==> src/rtl/colorizer_pkg.sv <==
// Shared constants for the colorizer: icon-count limit and the default
// world-map palette, written as 4-bit-per-channel colours.
package colorizer_pkg;
  localparam int MAX_ICONS = 8;

  localparam logic [11:0] PAL_WHITE = 12'hFFF;
  localparam logic [11:0] PAL_BLACK = 12'h000;
  localparam logic [11:0] PAL_BROWN = 12'h840;
  localparam logic [11:0] PAL_GREEN = 12'h0F0;

  function automatic logic [11:0] pal_default4(input int idx);
    case (idx)
      0:       return PAL_WHITE;
      1:       return PAL_BLACK;
      2:       return PAL_BROWN;
      3:       return PAL_GREEN;
      default: return 12'h000;
    endcase
  endfunction
endpackage

==> src/rtl/colorizer_palette.sv <==
// World-map palette: 2**WORLD_W registers, one write port, combinational read.
// A same-cycle write to the read address is seen from the following cycle.
module colorizer_palette
  import colorizer_pkg::*;
#(
  parameter int COLOR_W = 4,
  parameter int WORLD_W = 2
) (
  input  logic                   clk,
  input  logic                   reset,
  input  logic                   we,
  input  logic [WORLD_W-1:0]     waddr,
  input  logic [3*COLOR_W-1:0]   wdata,
  input  logic [WORLD_W-1:0]     raddr,
  output logic [3*COLOR_W-1:0]   rdata
);
  localparam int DEPTH = 1 << WORLD_W;
  localparam int PIX_W = 3 * COLOR_W;

  // Left-justify each 4-bit channel into COLOR_W bits.
  function automatic logic [PIX_W-1:0] widen(input logic [11:0] c);
    logic [PIX_W-1:0] r;
    r = '0;
    for (int ch = 0; ch < 3; ch++)
      for (int b = 0; b < COLOR_W; b++) begin
        int src;
        src = b + 4 - COLOR_W;
        if (src >= 0 && src < 4) r[ch*COLOR_W + b] = c[ch*4 + src];
      end
    return r;
  endfunction

  logic [PIX_W-1:0] pal_q [DEPTH];
  logic [PIX_W-1:0] pal_d [DEPTH];

  always_comb begin
    for (int i = 0; i < DEPTH; i++) pal_d[i] = pal_q[i];
    if (we) pal_d[waddr] = wdata;
  end

  always_ff @(posedge clk) begin
    if (reset) begin
      for (int i = 0; i < DEPTH; i++) pal_q[i] <= widen(pal_default4(i));
    end else begin
      for (int i = 0; i < DEPTH; i++) pal_q[i] <= pal_d[i];
    end
  end

  assign rdata = pal_q[raddr];
endmodule

==> src/rtl/colorizer_mc.sv <==
// Two-stage pixel colorizer: priority icon merge over a palette-mapped world
// pixel. Define COLORIZER_BLINK_EN to build the per-icon blink logic.
module colorizer_mc
  import colorizer_pkg::*;
#(
  parameter int NUM_ICONS    = 2,
  parameter int COLOR_W      = 4,
  parameter int WORLD_W      = 2,
  parameter int BLINK_PERIOD = 25_000_000
) (
  input  logic                           clk,
  input  logic                           reset,
  input  logic                           video_on,
  input  logic [WORLD_W-1:0]             world_pixel,
  input  logic [NUM_ICONS*3*COLOR_W-1:0] icon_pixels,
  input  logic [NUM_ICONS-1:0]           blink_mask,
  input  logic                           pal_we,
  input  logic [WORLD_W-1:0]             pal_addr,
  input  logic [3*COLOR_W-1:0]           pal_wdata,
  output logic [COLOR_W-1:0]             VGA_R,
  output logic [COLOR_W-1:0]             VGA_G,
  output logic [COLOR_W-1:0]             VGA_B,
  output logic [NUM_ICONS-1:0]           icon_hit
);
  localparam int PIX_W = 3 * COLOR_W;

  logic [PIX_W-1:0]     pal_rd;
  logic [NUM_ICONS-1:0] blank;
  logic [NUM_ICONS-1:0] eligible;
  logic [PIX_W-1:0]     s1_col_d, s1_col_q, out_col_d, out_col_q;
  logic [NUM_ICONS-1:0] s1_hit_d, s1_hit_q, out_hit_d, out_hit_q;
  logic                 s1_vld_d, s1_vld_q;

  colorizer_palette #(.COLOR_W(COLOR_W), .WORLD_W(WORLD_W)) u_pal (
    .clk   (clk),
    .reset (reset),
    .we    (pal_we),
    .waddr (pal_addr),
    .wdata (pal_wdata),
    .raddr (world_pixel),
    .rdata (pal_rd)
  );

`ifdef COLORIZER_BLINK_EN
  localparam int CNT_W = (BLINK_PERIOD > 2) ? $clog2(BLINK_PERIOD) : 1;
  localparam logic [CNT_W-1:0] CNT_LAST = CNT_W'(BLINK_PERIOD - 1);

  logic [CNT_W-1:0] blink_cnt_d, blink_cnt_q;
  logic             blink_phase_d, blink_phase_q;

  always_comb begin
    blink_cnt_d   = blink_cnt_q + 1'b1;
    blink_phase_d = blink_phase_q;
    if (blink_cnt_q == CNT_LAST) begin
      blink_cnt_d   = '0;
      blink_phase_d = ~blink_phase_q;
    end
  end

  always_ff @(posedge clk) begin
    if (reset) begin
      blink_cnt_q   <= '0;
      blink_phase_q <= 1'b1;
    end else begin
      blink_cnt_q   <= blink_cnt_d;
      blink_phase_q <= blink_phase_d;
    end
  end

  assign blank = blink_phase_q ? '0 : blink_mask;
`else
  logic unused_blink;
  assign unused_blink = ^blink_mask;
  assign blank = '0;
`endif

  always_comb begin
    for (int i = 0; i < NUM_ICONS; i++)
      eligible[i] = (|icon_pixels[i*PIX_W +: PIX_W]) && !blank[i];
  end

  // Lowest eligible index wins; otherwise the palette-mapped world pixel.
  always_comb begin
    logic found;
    found    = 1'b0;
    s1_hit_d = '0;
    s1_col_d = pal_rd;
    for (int i = 0; i < NUM_ICONS; i++) begin
      if (!found && eligible[i]) begin
        found       = 1'b1;
        s1_hit_d[i] = 1'b1;
        s1_col_d    = icon_pixels[i*PIX_W +: PIX_W];
      end
    end
    s1_vld_d = video_on;
  end

  always_comb begin
    out_col_d = s1_vld_q ? s1_col_q : '0;
    out_hit_d = s1_vld_q ? s1_hit_q : '0;
  end

  always_ff @(posedge clk) begin
    if (reset) begin
      s1_col_q  <= '0;
      s1_hit_q  <= '0;
      s1_vld_q  <= 1'b0;
      out_col_q <= '0;
      out_hit_q <= '0;
    end else begin
      s1_col_q  <= s1_col_d;
      s1_hit_q  <= s1_hit_d;
      s1_vld_q  <= s1_vld_d;
      out_col_q <= out_col_d;
      out_hit_q <= out_hit_d;
    end
  end

  assign VGA_R    = out_col_q[3*COLOR_W-1 -: COLOR_W];
  assign VGA_G    = out_col_q[2*COLOR_W-1 -: COLOR_W];
  assign VGA_B    = out_col_q[COLOR_W-1   -: COLOR_W];
  assign icon_hit = out_hit_q;
endmodule

==> config.mk <==
export PLATFORM = sky130hd
export DESIGN_NAME = colorizer_mc
export DESIGN_NICKNAME = d
export VERILOG_FILES = /design/src/rtl/colorizer_pkg.sv /design/src/rtl/colorizer_palette.sv /design/src/rtl/colorizer_mc.sv
export SDC_FILE = /design/constraint.sdc
export NUM_CORES = 1
export LEC_CHECK = 0
export BUFFER_PORTS_ARGS = -buffer_cell sky130_fd_sc_hd__buf_4
export CAP_MARGIN = 20
export CORE_MARGIN = 5
export CORE_UTILIZATION = 50
export CTS_CLUSTER_DIAMETER = 200
export DETAILED_ROUTE_END_ITERATION = 10
export PLACE_DENSITY = 0.73
export SLEW_MARGIN = 0
export SYNTH_ARGS = -nofsm -noshare
export SYNTH_HDL_FRONTEND = slang
export SYNTH_SLANG_ARGS = --single-unit
==> constraint.sdc <==
create_clock -name clk -period 1.86 [get_ports clk]
set_clock_uncertainty 0.1 [all_clocks]
set_input_delay 0.186 -clock clk [delete_from_list [all_inputs] [get_ports clk]]
set_output_delay 0.186 -clock clk [all_outputs]
set_load 0.02 [all_outputs]
* Word level (Yosys, flattened, before mapping) *
Memory sizes are Yosys's and may differ from the RTL's.
Index checks and enable logic that the tools add are counted.

storage, ports and cells
  register bits = 29
  output and inout port bits = 14
  memory bits (writable) = 48
  memories = 1

operators by class
  mux-type cells = 17
  reduce and logical (&&, ||, !) cells = 6
  magnitude comparators = 2
  bitwise gates (word level) = 6

memory list
  memory       words  width  rd ports  clocked after Yosys merged registers in  write ports  RTL line                 text
  u_pal.pal_q  4      12     5         0                                        4            colorizer_palette.sv:33  logic [PIX_W-1:0] pal_q [DEPTH];

operators by type and width
  operator                                                                       number
  12-bit 2-to-1 mux                                                              7
  48-bit bitwise mux                                                             1
  48-bit 2-to-1 mux                                                              1
  12-bit demux with 2-bit select                                                 1
  12-bit OR reduction                                                            2
  1-bit 2-to-1 mux                                                               7
  1-bit bitwise OR                                                               4
  3-bit >= comparator (second input constant)                                    1
  3-bit by 1-bit less-than comparator with 1-bit output (second input constant)  1
  2-bit inverter with 3-bit output                                               1
  1-bit logical AND                                                              2
  2-bit OR reduction                                                             1
  1-bit logical NOT                                                              1
  1-bit inverter                                                                 1

* Depth between registers and ports, before layout *
  word-level depth = 8
  mapped depth = 5

* Cells and area by module *
A second synthesis with hierarchy kept.

second synthesis, totals
  cell total of the unflattened synthesis = 310
  area total of the unflattened synthesis = 3291.9 um^2

modules (own cells, without submodules)
  module             cells an instance  area each (um^2)  sequential area each (um^2)  times used
  colorizer_palette  199                2207.1            960.9                        1
  colorizer_mc       111                1084.8            580.6                        1

* Worst setup path before layout *
OpenSTA, ideal clock, no wires.

  path kind = in2reg
  start = input icon_pixels[19]
  end = register s1_col_q[11]
  arrival time = 1.144 ns
  cell stages on the path = 4
  library setup time = 0.133 ns
  slack = 0.482 ns
  data required time = 1.627 ns
  cells stage by stage = or4_4 > buf_6 > nor4_1 > nor4_1

between the ends
  cells in the longest elaborated chain, start to end = 3

RTL lines
  what                  RTL line             text
  from (decl)           colorizer_mc.sv:15   input logic [NUM_ICONS*3*COLOR_W-1:0] icon_pixels,
  12-bit OR reduction   colorizer_mc.sv:79   eligible[i] = (|icon_pixels[i*PIX_W +: PIX_W]) && !blank[i];
  1-bit logical AND     colorizer_mc.sv:89   if (!found && eligible[i]) begin
  12-bit 2-to-1 mux     colorizer_mc.sv:89
  to (signal assigned)  colorizer_mc.sv:111  s1_col_q <= s1_col_d;
  to (decl)             colorizer_mc.sv:30   logic [PIX_W-1:0] s1_col_d, s1_col_q, out_col_d, out_col_q;

Every way passes these cells.
A chain may end at the register's enable or synchronous reset.

* Worst setup path in the final report *
  start = input icon_pixels[1]
  end = register s1_col_q[5]

between the ends
  cells in the longest elaborated chain, start to end = 5
  elaborated cells between the ends (all ways) = 6
  those cells by class = mux (3); reduce/logical (3)

RTL lines
  what                   RTL line
  12-bit OR reduction *  colorizer_mc.sv:79
  1-bit 2-to-1 mux       colorizer_mc.sv:89
  1-bit logical NOT      colorizer_mc.sv:89
  1-bit logical AND      colorizer_mc.sv:89
  12-bit 2-to-1 mux *    colorizer_mc.sv:89

Mark *: on every way between the ends. The rest lies on a longest branch, timed or not.

==> reports/summary.txt <==
Avg Inst Size Synth = 9.306 µm²
Crit-path max FO = 8
Post-Syn Nets = 375
Clock sink count = 77
Crit path max-delay family = simple AND/OR/NAND/NOR gates
Fin cells = 473
Crit-path cells = buf_4, nor4_1, and3_2, buf_4, nor2_1, nor4_1
Rows = 28
Setup ws final = 0.4782 ns
Clock slew at the register clock pins of the worst setup and hold paths = 0.08 ns
Buffer count from post-CTS setup fixing = 0
Final net count = 439
Sequential-to-total area share from yosys stat = 0.5035
Antenna Cells = 0
R2R depth = 3
Final period util = 0.7429
Initial Utilization = 0.5171
Io pins = 60
CTS Root Cell = clkbuf_8
Power Density = 888.0 mW/mm²
Final min period = 1.382 ns
Initial antenna violation count = 0
# Max-Cap Violations = 0
Hold WS = 0.06584 ns
Final Total Pwr = 3.427 mW
Critical Path AT = 1.52 ns
Via-to-Cell Ratio = 5.501
Synth Warn # = 0
Kind of critical path = in2reg
HP Class = in2reg
Placed insts = 444
Most common cell after layout, fill and taps aside = dfxtp_1
Routed WL = 7497 µm
Die width = 88.25 µm
Peak supply drop = 0.5101 mV
Worst-skew pair later-pin latency = 0.34 ns
Remaining DRCs = 0
Critical path depth = 6
Pre-CTS WS = 0.1341 ns
GRT Util Overall = 0.2048
Outcome = finished clean
Die extent in y = 88.25 µm
Post-Syn Instances = 329
I/O Buffers = 57
Peak Freq = 723.7 MHz
Post-DP Area = 0.003513 mm²
Final Util = 0.6517
Fillers = 501
Number of global-route vias before repair = 2,568
Buffers & Inverters on Critical Path = 2
Max Slew Vio Count = 0
H-Tree Depth = 3
Core region area = 0.005921 mm²
WL per Instance = 15.85 µm
CTS tree = built
# setup viols final = 0
Setup TNS = 0 ns
Netlist cell types = 21
RSZ-0062 raised after global routing = no
Max_slew headroom = 0.4745
Global-route wire length before repair = 12,190 µm
Area growth, synth to finish = 26.03%
Final Instance Area = 0.003859 mm²
Reg2Reg Setup Slack = 0.49 ns
Final antenna-violating net count = 0
Clock Path Buffers = 2
Total number of vias = 2,602
Critical Path Max Stage Delay = 0.41 ns
Initial DRC Count = 133
First drt pass iteration count = 4
Hold Crit Depth = 3
Largest net degree at the start of global routing = 35
Most frequent cells in the layout = dfxtp_1 (77), nand2_1 (74), buf_4 (63), nor4_1 (30), a21oi_1 (30)
CTS Buf Count = 9
Flops & latches, synth = 77
CP endpoint kind = register
Die area = 0.007788 mm²
Transition time of the tightest slew-check pin = 0.7867 ns
PostCTS Resize Cnt = 0
Cts hold-fix bufs = 13
Post-DP HPWL = 5014 µm
Syn Std Cell Area = 0.003062 mm²
CP max-delay cell = nor4_1
Critical path launch point type = primary input
Grt ovf = 0
Share of cells above drive strength 1 = 0.2362
CP required = 1.99 ns
Final Hold Viols = 0
Placer Congestion = 0.8472
Static leakage = 1.481 nW
-- path summary, 6_finish.rpt --
check                          start            to
setup / recovery      icon_pixels[1]   s1_col_q[5]
hold reg to reg          s1_col_q[0]  out_col_q[0]
hold / removal        icon_pixels[3]   s1_col_q[3]
setup reg to reg  u_pal.pal_q[3][10]  s1_col_q[10]
-- power breakdown --
part,switching [mW],total [mW],internal (mW)
clock network,0.585,1.34,0.753
logic,0.175,0.356,0.181
registers,0.0221,1.73,1.71
-- cell usage after synthesis --
cell / number / area (µm²)
a211o_1: 12 / 105.1
a21oi_1: 30 / 150.1
and2_1: 14 / 87.58
and3_1: 2 / 12.51
and3_2: 1 / 7.510
and3b_1: 1 / 8.760
buf_2: 5 / 25.02
buf_6: 3 / 33.78
clkbuf_1: 15 / 56.30
dfxtp_1: 77 / 1541
mux4_2: 12 / 270.3
nand2_1: 74 / 277.8
nand3_1: 2 / 10.01
nand3b_1: 7 / 52.55
nor2_1: 14 / 52.55
nor2b_1: 14 / 87.58
nor3_1: 13 / 65.06
nor3b_2: 1 / 12.51
nor4_1: 30 / 187.7
or2_2: 1 / 6.260
or4_4: 1 / 11.26
-- routing by layer --
layer  GRT usage  vias up  share of wire
met2      0.3419      101           0.49
met4     0.07280        0          0.014
li1            -     1287              -
met5           0        -              0
met1      0.2541     1201           0.42
met3     0.05773       13          0.078
-- cells by family after synthesis --
family,share of synthesized area
and+or+nand+nor,0.2873
DFF,0.5035
AOI/OAI and AO/OA,0.08337
buffers and inverters,0.03759
muxes,0.08827
-- state kept, by name, indices dropped and copies added (netlist names) --
name / flops
u_pal.pal_q: 48
out_col_q: 12
s1_col_q: 12
icon_hit: 2
s1_hit_q: 2
s1_vld_q: 1
-- final cells by class --
| cell class | count | area [µm²] | share of cell area |
|---|---|---|---|
| Sequential cell | 77 | 1541 | 0.3995 |
| Multi-Input combinational cell | 229 | 1405 | 0.3641 |
| Timing Repair Buffer | 76 | 603.1 | 0.1563 |
| Clock buffer | 10 | 127.6 | 0.03307 |
| Tap cell | 75 | 93.84 | 0.02432 |
| Clock inverter | 6 | 87.58 | 0.02270 |
-- worst min-delay path, stage by stage --
cell	delay (ns)
buf_4	0.12
nor2_1	0.10
nor4_1	0.05
No activity file was read; power rests on OpenSTA's default activity.
